==> src/rtl/mc_ctrl_pkg.sv <==
// mc_ctrl_pkg: state encodings, opcodes, mux-select encodings and control word for the multicycle MIPS controller
package mc_ctrl_pkg;
  localparam logic [3:0] S_FETCH   = 4'd0;
  localparam logic [3:0] S_DECODE  = 4'd1;
  localparam logic [3:0] S_MEMADR  = 4'd2;
  localparam logic [3:0] S_MEMRD   = 4'd3;
  localparam logic [3:0] S_MEMWB   = 4'd4;
  localparam logic [3:0] S_MEMWR   = 4'd5;
  localparam logic [3:0] S_RTYPEEX = 4'd6;
  localparam logic [3:0] S_RTYPEWB = 4'd7;
  localparam logic [3:0] S_BEQEX   = 4'd8;
  localparam logic [3:0] S_ADDIEX  = 4'd9;
  localparam logic [3:0] S_ADDIWB  = 4'd10;
  localparam logic [3:0] S_JEX     = 4'd11;
  localparam logic [3:0] S_ILLEGAL = 4'd12;
  localparam logic [3:0] S_BNEEX   = 4'd13;

  localparam logic [5:0] OP_RTYPE = 6'b000000;
  localparam logic [5:0] OP_J     = 6'b000010;
  localparam logic [5:0] OP_BEQ   = 6'b000100;
  localparam logic [5:0] OP_BNE   = 6'b000101;
  localparam logic [5:0] OP_ADDI  = 6'b001000;
  localparam logic [5:0] OP_LW    = 6'b100011;
  localparam logic [5:0] OP_SW    = 6'b101011;

  localparam logic [1:0] SRCB_B     = 2'b00;
  localparam logic [1:0] SRCB_4     = 2'b01;
  localparam logic [1:0] SRCB_IMM   = 2'b10;
  localparam logic [1:0] SRCB_IMMSH = 2'b11;

  localparam logic [1:0] ALUOP_ADD   = 2'b00;
  localparam logic [1:0] ALUOP_SUB   = 2'b01;
  localparam logic [1:0] ALUOP_FUNCT = 2'b10;

  localparam logic [1:0] PCSRC_ALU    = 2'b00;
  localparam logic [1:0] PCSRC_ALUOUT = 2'b01;
  localparam logic [1:0] PCSRC_JUMP   = 2'b10;

  typedef struct packed {
    logic       iord;
    logic       mem_write;
    logic       ir_write;
    logic       reg_dst;
    logic       mem_to_reg;
    logic       reg_write;
    logic       alu_src_a;
    logic [1:0] alu_src_b;
    logic [1:0] alu_op;
    logic [1:0] pc_src;
    logic       pc_write;
    logic       branch;
    logic       instr_done;
    logic       trap;
  } ctrl_t;
endpackage

==> src/rtl/mc_ctrl_outdec.sv <==
// mc_ctrl_outdec: Moore decode of controller state into the datapath control word; MC_BNE_EN adds BNEEX
module mc_ctrl_outdec
  import mc_ctrl_pkg::*;
(
  input  logic [3:0] state,
  output ctrl_t      ctrl
);
  always_comb begin
    ctrl = '0;
    case (state)
      S_FETCH: begin
        ctrl.ir_write  = 1'b1;
        ctrl.alu_src_b = SRCB_4;
        ctrl.pc_src    = PCSRC_ALU;
        ctrl.pc_write  = 1'b1;
      end
      S_DECODE: ctrl.alu_src_b = SRCB_IMMSH;
      S_MEMADR, S_ADDIEX: begin
        ctrl.alu_src_a = 1'b1;
        ctrl.alu_src_b = SRCB_IMM;
      end
      S_MEMRD: ctrl.iord = 1'b1;
      S_MEMWB: begin
        ctrl.mem_to_reg = 1'b1;
        ctrl.reg_write  = 1'b1;
        ctrl.instr_done = 1'b1;
      end
      S_MEMWR: begin
        ctrl.iord       = 1'b1;
        ctrl.mem_write  = 1'b1;
        ctrl.instr_done = 1'b1;
      end
      S_RTYPEEX: begin
        ctrl.alu_src_a = 1'b1;
        ctrl.alu_src_b = SRCB_B;
        ctrl.alu_op    = ALUOP_FUNCT;
      end
      S_RTYPEWB: begin
        ctrl.reg_dst    = 1'b1;
        ctrl.reg_write  = 1'b1;
        ctrl.instr_done = 1'b1;
      end
      S_BEQEX: begin
        ctrl.alu_src_a  = 1'b1;
        ctrl.alu_op     = ALUOP_SUB;
        ctrl.pc_src     = PCSRC_ALUOUT;
        ctrl.branch     = 1'b1;
        ctrl.instr_done = 1'b1;
      end
`ifdef MC_BNE_EN
      S_BNEEX: begin
        ctrl.alu_src_a  = 1'b1;
        ctrl.alu_op     = ALUOP_SUB;
        ctrl.pc_src     = PCSRC_ALUOUT;
        ctrl.branch     = 1'b1;
        ctrl.instr_done = 1'b1;
      end
`endif
      S_ADDIWB: begin
        ctrl.reg_write  = 1'b1;
        ctrl.instr_done = 1'b1;
      end
      S_JEX: begin
        ctrl.pc_src     = PCSRC_JUMP;
        ctrl.pc_write   = 1'b1;
        ctrl.instr_done = 1'b1;
      end
      S_ILLEGAL: ctrl.trap = 1'b1;
      default: ;
    endcase
  end
endmodule

==> src/rtl/mc_main_ctrl.sv <==
// mc_main_ctrl: multicycle MIPS main control FSM (state register, next state, PCEn, reset gating)
// MC_BNE_EN: when defined, bne decodes to BNEEX (branch on ~Zero); otherwise bne traps as illegal.
module mc_main_ctrl
  import mc_ctrl_pkg::*;
#(
  parameter int OPW = 6,
  parameter int STW = 4
) (
  input  logic           CLK,
  input  logic           RST,
  input  logic [OPW-1:0] Op,
  input  logic           Zero,
  output logic           IorD,
  output logic           MemWrite,
  output logic           IRWrite,
  output logic           RegDst,
  output logic           MemtoReg,
  output logic           RegWrite,
  output logic           ALUSrcA,
  output logic [1:0]     ALUSrcB,
  output logic [1:0]     ALUOp,
  output logic [1:0]     PCSrc,
  output logic           PCEn,
  output logic           InstrDone,
  output logic           Trap
);
  logic [STW-1:0] state, state_nx;
  ctrl_t          c;
  logic           bcond;
  always_comb begin
    state_nx = S_FETCH;
    case (state)
      S_FETCH: state_nx = S_DECODE;
      S_DECODE:
        case (Op)
          OP_LW, OP_SW: state_nx = S_MEMADR;
          OP_RTYPE:     state_nx = S_RTYPEEX;
          OP_BEQ:       state_nx = S_BEQEX;
`ifdef MC_BNE_EN
          OP_BNE:       state_nx = S_BNEEX;
`endif
          OP_ADDI:      state_nx = S_ADDIEX;
          OP_J:         state_nx = S_JEX;
          default:      state_nx = S_ILLEGAL;
        endcase
      S_MEMADR:  state_nx = (Op == OP_SW) ? S_MEMWR : S_MEMRD;
      S_MEMRD:   state_nx = S_MEMWB;
      S_RTYPEEX: state_nx = S_RTYPEWB;
      S_ADDIEX:  state_nx = S_ADDIWB;
      S_ILLEGAL: state_nx = S_ILLEGAL;
      default: ;
    endcase
  end
  always_ff @(posedge CLK)
    state <= RST ? S_FETCH : state_nx;
  mc_ctrl_outdec u_outdec (.state(state), .ctrl(c));
`ifdef MC_BNE_EN
  assign bcond = (state == S_BNEEX) ? ~Zero : Zero;
`else
  assign bcond = Zero;
`endif
  // Write enables are gated by RST so a mid-instruction reset commits nothing
  assign IorD      = c.iord;
  assign MemWrite  = c.mem_write & ~RST;
  assign IRWrite   = c.ir_write & ~RST;
  assign RegDst    = c.reg_dst;
  assign MemtoReg  = c.mem_to_reg;
  assign RegWrite  = c.reg_write & ~RST;
  assign ALUSrcA   = c.alu_src_a;
  assign ALUSrcB   = c.alu_src_b;
  assign ALUOp     = c.alu_op;
  assign PCSrc     = c.pc_src;
  assign PCEn      = ~RST & (c.pc_write | (c.branch & bcond));
  assign InstrDone = c.instr_done & ~RST;
  assign Trap      = c.trap;
endmodule

==> config.mk <==
export PLATFORM = sky130hd
export DESIGN_NAME = mc_main_ctrl
export DESIGN_NICKNAME = d
export VERILOG_FILES = /design/src/rtl/mc_ctrl_pkg.sv /design/src/rtl/mc_ctrl_outdec.sv /design/src/rtl/mc_main_ctrl.sv
export SDC_FILE = /design/constraint.sdc
export NUM_CORES = 1
export LEC_CHECK = 0
export BUFFER_PORTS_ARGS = -buffer_cell sky130_fd_sc_hd__buf_2
export CAP_MARGIN = 20
export CELL_PAD_IN_SITES_DETAIL_PLACEMENT = 1
export CELL_PAD_IN_SITES_GLOBAL_PLACEMENT = 1
export CORE_UTILIZATION = 30
export DETAILED_ROUTE_END_ITERATION = 8
export GPL_ROUTABILITY_DRIVEN = 0
export HOLD_SLACK_MARGIN = 0.02
export PLACE_DENSITY_LB_ADDON = 0.1
export SETUP_SLACK_MARGIN = 0.15
export SLEW_MARGIN = 15
export SYNTH_ARGS = -nofsm -noshare
export SYNTH_HDL_FRONTEND = slang
export SYNTH_SLANG_ARGS = --single-unit
==> constraint.sdc <==
create_clock -name CLK -period 1.7 [get_ports CLK]
set_input_delay 0.085 -clock CLK [delete_from_list [all_inputs] [get_ports CLK]]
set_output_delay 0.085 -clock CLK [all_outputs]
set_load 0.01 [all_outputs]
# After elaboration in Yosys (flattened, before gate mapping)
# Index checks and enable logic that the tools add are counted.
# totals
register_bits	4
inputBits	9
out_inout_bits	16
word_cells	52
# classes
eq_ne	17
n_mux	17
bitwise_logic	8
reduce_logical	9
# op_table
cell	n
$pmux W4 S7	1
$eq A4 B4 Y1 const B	5
$pmux W4 S5	1
$eq A4 B3 Y1 const B	4
$eq A6 B6 Y1 const B	2
$mux W1	11
$eq A4 B2 Y1 const B	2
$pmux W2 S2	2
$reduce_or A2 Y1	4
$and A1 B1 Y1	6
$eq A6 B2 Y1 const B	1
$eq A6 B3 Y1 const B	1
$eq A6 B4 Y1 const B	1
$logic_not A6 Y1	1
$pmux W2 S3	1
$reduce_or A6 Y1	1
$eq A4 B1 Y1 const B	1
$logic_not A4 Y1	1
$reduce_or A4 Y1	1
$mux W3	1
$reduce_or A3 Y1	1
$not A1 Y1	1
$or A1 B1 Y1	1

# Logic depth before layout (Yosys ltp)
# Gate-level depths: netlist (run 1).
# depth
depth_word	5
depth_mapped	4
depth_no_buf	3

# Hierarchy
# A second synthesis (run 1) with hierarchy kept.
# unflattened
cells_unflattened	78
area_unflattened_um2	548.0
# modules_own_cells
mod	instances	cells_per_inst	area_per_inst_um2	seq_area_each_um2
mc_main_ctrl	1	45	356.6	80.1
mc_ctrl_outdec	1	33	191.4	0.0

# Least setup slack after synthesis (run 1)
# No wires, ideal clock.
# synth_timing
path_type	register to register
from	reg state[1]
to	reg state[2]
arrival_ps	1043
t_required_ps	1578
path_slack_ps	535
path_stages_with_launch	5
path_buffers	1
period_less_slack_ps	1165
path_cell_list	dfxtp_1 buf_6 xnor2_1 o32ai_1 a311o_1
# synth_via
elab_chain_cells	2
# synth_rtl
element	line	text
start: declaration	mc_main_ctrl.sv:27	logic [STW-1:0] state, state_nx;
start signal: assignment	mc_main_ctrl.sv:55	state <= RST ? S_FETCH : state_nx;
$eq A4 B4 Y1 (tied with other cells)	mc_main_ctrl.sv:32	case (state)
$pmux W4 S7 *	mc_main_ctrl.sv:32	
# Every way passes the cells marked *; elsewhere a longest branch is shown, timed or not.
# A chain may end at the register's enable or synchronous reset.

# Final worst setup path (run 1)
# layout_timing
from	reg state[0]
to	out InstrDone
# layout_via
elab_chain_cells	4
# layout_rtl
element	line	text
$eq A4 B3 Y1 or $eq A4 B4 Y1 (tied branches)	mc_ctrl_outdec.sv:10	case (state)
$reduce_or A6 Y1 (no line) *	-	
$mux W1 *	mc_ctrl_outdec.sv:10	
$and A1 B1 Y1 *	mc_main_ctrl.sv:74	assign InstrDone = c.instr_done & ~RST;
end: declaration	mc_main_ctrl.sv:24	output logic InstrDone,
# Marked as above.

==> results.rst, run 1 <==
.. list-table::
   :header-rows: 1

   * - Metric
     - Value
   * - Result of the run
     - finished, final reports clean
   * - Power per cell area
     - roughly 670 nW/um^2
   * - Number of diodes
     - 0
   * - Fraction of synthesized cell area taken by the top area cell type
     - approximately 15%
   * - Yosys synthesis warning count
     - 0
   * - Reported leakage power
     - around 0.31 nW
   * - Worst min-delay path category
     - input port to register
   * - Maximum count of clock buffers along a single path
     - 2
   * - Netlist Area Pre-Place
     - 537 um^2
   * - Fraction of synthesized area in multiplexers
     - 0%
   * - Number of flops mapped to enable cells by yosys
     - 0
   * - Antenna violations before repair
     - 0
   * - Total half-perimeter wirelength after legalization and detailed placement
     - ~1200 um
   * - Worst Path Required
     - approximately 1600 ps
   * - Avg Vias per Cell
     - 5.32
   * - FFs w/ async S/R, synth
     - 0%
   * - Avg Cell Area, Syn
     - 7.56 um^2
   * - Setup-violating endpoint count in the final report
     - 0
   * - Final Power
     - ~470 uW
   * - Die Footprint
     - 1960 um^2
   * - H-Tree Level Count
     - 1
   * - Post-synthesis cell type count
     - 39
   * - Number of buffer cells added on primary ports
     - 24
   * - Overall die height
     - around 44 um
   * - Number of placed I/O pins
     - 25
   * - Top FF cell, synth
     - sky130_fd_sc_hd__dfxtp_1
   * - Final worst setup slack
     - approximately 270 ps
   * - Layout overhead on the synthesized area
     - 29.6%
   * - Total Routed Length
     - 1570 um
   * - Fmax
     - between 600 and 700 MHz
   * - Adder and majority gate portion of the synthesized area
     - 0%
   * - Number of buffers added by the clock tree synthesis step
     - 3
   * - Flop pwr share
     - 32.2%
   * - Starting DRT DRC Count
     - 3
   * - Clk root buf
     - sky130_fd_sc_hd__clkbuf_4
   * - Switching share of total power
     - 39.3%
   * - Total routing usage reported by global routing
     - between 10% and 20%
   * - Clock insertion delay at the later pin of the skew report
     - 230 ps
   * - Length of the first detailed-routing pass in iterations
     - 2
   * - Clock share of power
     - 24.3%
   * - Data arrival, critical path
     - around 1400 ps
   * - DIE WIDTH
     - ~44 um
   * - Library cell with the largest summed area after synthesis
     - sky130_fd_sc_hd__dfxtp_1
   * - Pre-CTS worst setup slack
     - approximately 290 ps
   * - Largest register FFs
     - 4
   * - Crit share post-route
     - between 80% and 90%
   * - Unrepaired setup endpoints after global routing
     - no
   * - Combinational family with the most area after synthesis
     - simple AND/OR/NAND/NOR gates
   * - Overall via count from detail_route
     - ~630
   * - Slew @ Worst Pin
     - about 280 ps
   * - Reg clk slew, reported paths
     - approximately 40 ps
   * - Final hold viol count
     - 0
   * - Post-Syn Instances
     - 71
   * - Commonest non-fill, non-tap cell in the layout
     - sky130_fd_sc_hd__buf_2
   * - Final Max Slew Viols
     - 0
   * - Simple-gate portion of the synthesized area
     - approximately half
   * - Post-synth net total
     - 80
   * - Pint
     - about 280 uW
   * - Drt drc
     - 0
   * - Cell types with the largest area share after synthesis
     - sky130_fd_sc_hd__dfxtp_1 (15%), sky130_fd_sc_hd__nor3_1 (5.6%), sky130_fd_sc_hd__xor2_1 (4.9%)
   * - Total number of nets in the final design
     - around 110
   * - Starting Density
     - around 34%
   * - Total grt overflow
     - 0
   * - Headroom to the max-slew limit
     - between 80% and 90%
   * - IR Drop Worst-Case VDD
     - slightly below 0.0003 V
   * - Row count
     - 14
   * - Most flop-heavy register
     - state
   * - Final core area utilization
     - a little over two fifths
   * - Part of the power in combinational logic
     - a little over two fifths
   * - Net switching component of the power
     - 183 uW
   * - Final worst clock skew
     - roughly 0.55 ps
   * - Largest net degree at the start of global routing
     - 15
   * - Minimum clock period after layout
     - 1430 ps
   * - Final setup TNS
     - 0 ps
   * - Worst-path maximum fanout
     - 13
   * - Wire per inst
     - between 10 and 15 um
   * - Maxcap violations
     - 0
   * - Regs by FF count
     - state: 4 flops
   * - Number of setup buffers added after CTS
     - 0
   * - Core Area
     - approximately 1600 um^2
   * - Flip-flop and latch count after synthesis
     - 4
   * - Number of clock sinks
     - 4
   * - Area fraction in compound gates after synthesis
     - a little over a fifth
   * - Xor/xnor share of the synthesized area
     - about 6.5%
   * - Startpoint types
     - register
   * - Endpoint type of the worst setup path
     - output pin
   * - Sequential fraction of the synthesis area
     - 14.9%
   * - Commonest non-fill, non-tap cells in the layout
     - sky130_fd_sc_hd__buf_2 (24), sky130_fd_sc_hd__nor3_1 (6), sky130_fd_sc_hd__nor2_1 (6)
   * - Number of cells in the finished layout apart from fillers
     - approximately 120
   * - Fraction of layout cells with a size suffix above 1
     - between 40 and 50%
   * - TritonCTS clock tree
     - yes
   * - Post-route ant nets
     - 0
   * - Category of the most critical setup path
     - register to output pin
   * - Global-route wire length before repair
     - between 2000 and 3000 um
   * - Number of global-route vias before repair
     - slightly below 600
   * - DP Cell Count
     - around 120
-- metal layers --
layer | global-route usage, % | vias up | wire (um)
met5 | 0 | - | 0
li1 | - | 318 | -
met3 | 2.45 | 2 | 54
met4 | 9.09 | 0 | 9
met1 | 19.2 | 291 | 687
met2 | 33.2 | 17 | 818
-- repair_timing --
action / CTS / global route
gates cloned: 0 / 0
hold buffers: 0 / 0
pin swaps: 0 / 0
setup endpoints to repair: 5 / 5
gates resized for setup: 3 / 3
-- cell families (layout without fill, tap and decap cells) --
kind of cell,Yosys count,after routing
and+or+nand+nor,41,41
xor gates and xnor gates,4,4
AOI/OAI and AO/OA,15,15
buffers and inverters,7,30
DFF,4,4
-- metrics by stage --
stage               cell area (um^2)  hold slack (ps)
floorplan                        537              285
global placement                 663              469
detailed placement               663              488
CTS                              689              237
global route                     696              261
finish                           696              236
-- final timing paths --
kind                        from                   to  slack (ps)  cells past startpoint
max          state[0]$_SDFF_PP0_            InstrDone         270                      4
min                          RST  state[0]$_SDFF_PP0_         240                      2
max reg2reg  state[3]$_SDFF_PP0_  state[2]$_SDFF_PP0_         470                      3
min reg2reg  state[0]$_SDFF_PP0_  state[0]$_SDFF_PP0_         590                      1
-- power by group through the flow --
stage	clock network, mW	registers (mW)	logic, mW
after global routing	0.121	0.155	0.223
after global placement	0	0.148	0.200
final	0.113	0.150	0.202
after floorplan	0	0.115	0.161
after detailed placement	0	0.150	0.203
after CTS	0.120	0.150	0.204
-- worst max-delay path, cell delays in order, from the launching register on --
cell,delay (ps)
sky130_fd_sc_hd__dfxtp_2,450
sky130_fd_sc_hd__or2b_4,330
sky130_fd_sc_hd__a22oi_1,150
sky130_fd_sc_hd__nor2_1,50
sky130_fd_sc_hd__buf_2,140
-- area by class of cell --
cell class,instances,area (um^2)
Sequential cell,4,87.6
Clock buffer,3,22.5
Inverter,2,7.51
Timing Repair Buffer,25,128
Multi-Input combinational cell,60,420
Tap cell,24,30.0
Fill cell,208,898
-- synthesized netlist by cell type, types with 3 or more instances --
master	count
sky130_fd_sc_hd__buf_2	4
sky130_fd_sc_hd__nand2b_1	3
sky130_fd_sc_hd__and3_1	3
sky130_fd_sc_hd__dfxtp_1	4
sky130_fd_sc_hd__nor2_1	6
sky130_fd_sc_hd__nor4_1	3
sky130_fd_sc_hd__nor3_1	6
sky130_fd_sc_hd__xor2_1	3
sky130_fd_sc_hd__nor2b_1	3
sky130_fd_sc_hd__nand3_1	3
sky130_fd_sc_hd__nand2_1	3
(Power assumes the default switching activity.)
==> run 2, diff against run 1 <==
==> constraint.sdc (replaced) <==
create_clock -name CLK -period 1.5 [get_ports CLK]
set_input_delay 0.075 -clock CLK [delete_from_list [all_inputs] [get_ports CLK]]
set_output_delay 0.075 -clock CLK [all_outputs]
set_load 0.01 [all_outputs]
==> results.rst, run 2 (same netlist as run 1, synthesis figures left out) <==
.. list-table::
   :header-rows: 1

   * - Metric
     - Value
   * - Result of the run
     - finished, final reports clean (unchanged)
   * - Grt met2 use
     - 42.4% (was 33.2%)
   * - Part of the power in combinational logic
     - 57.3% (was 43.5%)
   * - Final Power
     - 666 uW (was 465 uW)
   * - Fraction of layout cells with a size suffix above 1
     - 56.5% (was 41.5%)
   * - Regs by FF count
     - state: 4 flops (unchanged)
   * - Maxcap violations
     - 0 (unchanged)
   * - Antenna violations before repair
     - 0 (unchanged)
   * - Starting DRT DRC Count
     - 4 (was 3)
   * - Reported leakage power
     - 0.398 nW (was 0.314 nW)
   * - Drt drc
     - 0 (unchanged)
   * - Clock insertion delay at the later pin of the skew report
     - 240 ps (was 230 ps)
   * - Critical path capture point
     - PCEn (was InstrDone)
   * - TritonCTS clock tree
     - yes (unchanged)
   * - Number of placed I/O pins
     - 25 (unchanged)
   * - DIE WIDTH
     - 44.3 um (unchanged)
   * - Total number of nets in the final design
     - 119 (was 105)
   * - Category of the most critical setup path
     - register to output pin (unchanged)
   * - Buffering stage count on the worst path with inverters included
     - 2 (was 1)
   * - Core Area
     - 1590 um^2 (unchanged)
   * - Maximum single-stage delay on the critical path
     - 350 ps (was 450 ps)
   * - Slew @ Worst Pin
     - 303 ps (was 279 ps)
   * - Total Routed Length
     - 1940 um (was 1570 um)
   * - Crit share post-route
     - around nine tenths
   * - Number of cells in the finished layout apart from fillers
     - 132 (was 118)
   * - Cell area after layout
     - 868 um^2 (was 696 um^2)
   * - Avg Vias per Cell
     - 5.22 (was 5.32)
   * - Fmax
     - approximately 750 MHz
   * - Critical-path cell list
     - buf_4 -> nor2_4 -> o21ai_2 -> a211oi_2 -> buf_2 (was or2b_4 -> a22oi_1 -> nor2_1 -> buf_2)
   * - Number of diodes
     - 0 (unchanged)
   * - Clk root buf
     - sky130_fd_sc_hd__clkbuf_4 (unchanged)
   * - Final Max Slew Viols
     - 0 (unchanged)
   * - Fin Hold WS
     - 233 ps (was 236 ps)
   * - Power per cell area
     - 767 nW/um^2 (was 669 nW/um^2)
   * - Commonest non-fill, non-tap cell in the layout
     - sky130_fd_sc_hd__buf_2 (unchanged)
   * - Most flop-heavy register
     - state (unchanged)
   * - Start point of the critical path
     - state[0]$_SDFF_PP0_ (unchanged)
   * - Worst-path maximum fanout
     - 5 (was 13)
   * - Setup-violating endpoint count in the final report
     - 0 (unchanged)
   * - Die Footprint
     - 1960 um^2 (unchanged)
   * - M1 GR Usage
     - 24.0% (was 19.2%)
   * - Post-route ant nets
     - 0 (unchanged)
   * - DP Cell Count
     - 119 (was 115)
   * - Top delay family on crit path
     - flip-flops (unchanged)
   * - Final hold viol count
     - 0 (unchanged)
   * - Number of buffers added by the clock tree synthesis step
     - 3 (unchanged)
   * - Worst-case reg-to-reg path depth
     - 4 (was 3)
   * - Headroom to the max-slew limit
     - 79.5% (was 81.4%)
   * - Worst R2R End
     - state[2]$_SDFF_PP0_ (unchanged)
   * - Total grt overflow
     - 0 (unchanged)
   * - Data arrival, critical path
     - 1250 ps (was 1350 ps)
   * - Worst path slowest cell
     - sky130_fd_sc_hd__dfxtp_4 (was sky130_fd_sc_hd__dfxtp_2)
   * - Area after DPL
     - 693 um^2 (was 663 um^2)
   * - Worst min-delay path category
     - input port to register (unchanged)
   * - Source of the worst register-to-register timing path
     - state[1]$_SDFF_PP0_ (was state[3]$_SDFF_PP0_)
   * - IR Drop Worst-Case VDD
     - 0.000471 V (was 0.000290 V)
   * - Row count
     - 14 (unchanged)
   * - Endpoint type of the worst setup path
     - output pin (unchanged)
   * - Total routing usage reported by global routing
     - 21.8% (was 17.8%)
   * - Worst path depth
     - 5 (was 4)
   * - Layout overhead on the synthesized area
     - 61.8% (was 29.6%)
   * - Overall via count from detail_route
     - 689 (was 628)
   * - Met3 track demand over resource in global routing
     - 4.90% (was 2.45%)
   * - Clock share of power
     - 20.1% (was 24.3%)
   * - Reg clk slew, reported paths
     - 40 ps (about the same)
   * - Global-route wire length before repair
     - 3130 um (was 2610 um)
   * - Overall die height
     - 44.3 um (unchanged)
   * - Final setup TNS
     - 0 ps (unchanged)
   * - Final worst clock skew
     - 1.15 ps (was 0.546 ps)
   * - Minimum clock period after layout
     - 1330 ps
   * - Number of global-route vias before repair
     - 676 (was 591)
   * - Total of hold buffers inserted after clock tree synthesis
     - 0 (unchanged)
   * - Flop pwr share
     - 22.6% (was 32.2%)
   * - GRT Max-Usage Layer
     - met2 (unchanged)
   * - Commonest non-fill, non-tap cells in the layout
     - sky130_fd_sc_hd__buf_2 (25), sky130_fd_sc_hd__buf_4 (12), sky130_fd_sc_hd__nor3_1 (6), sky130_fd_sc_hd__nor2_1 (5), sky130_fd_sc_hd__dfxtp_4 (4) (was sky130_fd_sc_hd__buf_2 (24), sky130_fd_sc_hd__nor3_1 (6), sky130_fd_sc_hd__nor2_1 (6))
   * - Final core area utilization
     - 54.5% (was 43.6%)
   * - Pre-CTS worst setup slack
     - 141 ps (was 290 ps)
   * - Number of buffer cells added on primary ports
     - 24 (unchanged)
   * - Maximum count of clock buffers along a single path
     - 2 (unchanged)
   * - H-Tree Level Count
     - 1 (unchanged)
   * - Unrepaired setup endpoints after global routing
     - yes (was no)
   * - Switching share of total power
     - 39.3% (about the same)
   * - Startpoint types
     - register (unchanged)
   * - Number of clock sinks
     - 4 (unchanged)
   * - Largest net degree at the start of global routing
     - 14 (was 15)
   * - Total half-perimeter wirelength after legalization and detailed placement
     - 1240 um (was 1220 um)
   * - Pint
     - 404 uW (was 282 uW)
   * - Final worst setup slack
     - 173 ps (was 268 ps)
   * - Net switching component of the power
     - 262 uW (was 183 uW)
   * - Wire per inst
     - 14.7 um (was 13.3 um)
   * - Flop2flop setup slack
     - 190 ps (was 470 ps)
   * - Largest register FFs
     - 4 (unchanged)
   * - Length of the first detailed-routing pass in iterations
     - 4 (was 2)
   * - Starting Density
     - 33.7% (unchanged)
   * - Worst Path Required
     - 1420 ps (was 1620 ps)
run 2: cell count changes in the layout (fill, tap and decap cells not counted), sizes merged:
cell	previous run	this run
buf	25	39
run 2: routing by layer:
layer	part of all wire, %	vias to the layer above
met5	0	-
met4	0.57	0
met3	3.2	2
met2	54	19
met1	42	321
li1	-	347
run 2: worst min path at each step:
stage	from	endpoint	cells past startpoint
global placement	RST	state[0]$_SDFF_PP0_	2
finish	Op[4]	state[0]$_SDFF_PP0_	4
global route	Op[4]	state[0]$_SDFF_PP0_	4
detailed placement	RST	state[0]$_SDFF_PP0_	2
floorplan	Op[4]	state[0]$_SDFF_PP0_	3
CTS	RST	state[0]$_SDFF_PP0_	2
run 2: layout make-up:
cell class | instances | area [um^2]
Fill cell | 205 | 726
Multi-Input combinational cell | 60 | 483
Timing Repair Buffer | 39 | 230
Sequential cell | 4 | 95.1
Tap cell | 24 | 30.0
Clock buffer | 3 | 22.5
Inverter | 2 | 7.51
run 2: tightest hold or removal path, cell delays in order:
cell	delay, ps
sky130_fd_sc_hd__buf_2	150
sky130_fd_sc_hd__nor2_8	50
sky130_fd_sc_hd__nand3_1	90
sky130_fd_sc_hd__a2111oi_2	70
run 2: power groups by stage:
stage / clock network [mW] / logic (mW) / registers, mW
6_report: 0.134 / 0.382 / 0.150
5_1_grt: 0.148 / 0.415 / 0.151
4_1_cts: 0.139 / 0.331 / 0.150
3_5_place_dp: 0 / 0.259 / 0.160
3_3_place_gp: 0 / 0.254 / 0.159
2_1_floorplan: 0 / 0.183 / 0.131
run 2: timing repair:
action,CTS,global route
pin swaps,2,7
gates resized for setup,15,8
buffers inserted,6,4
setup endpoints to repair,15,7
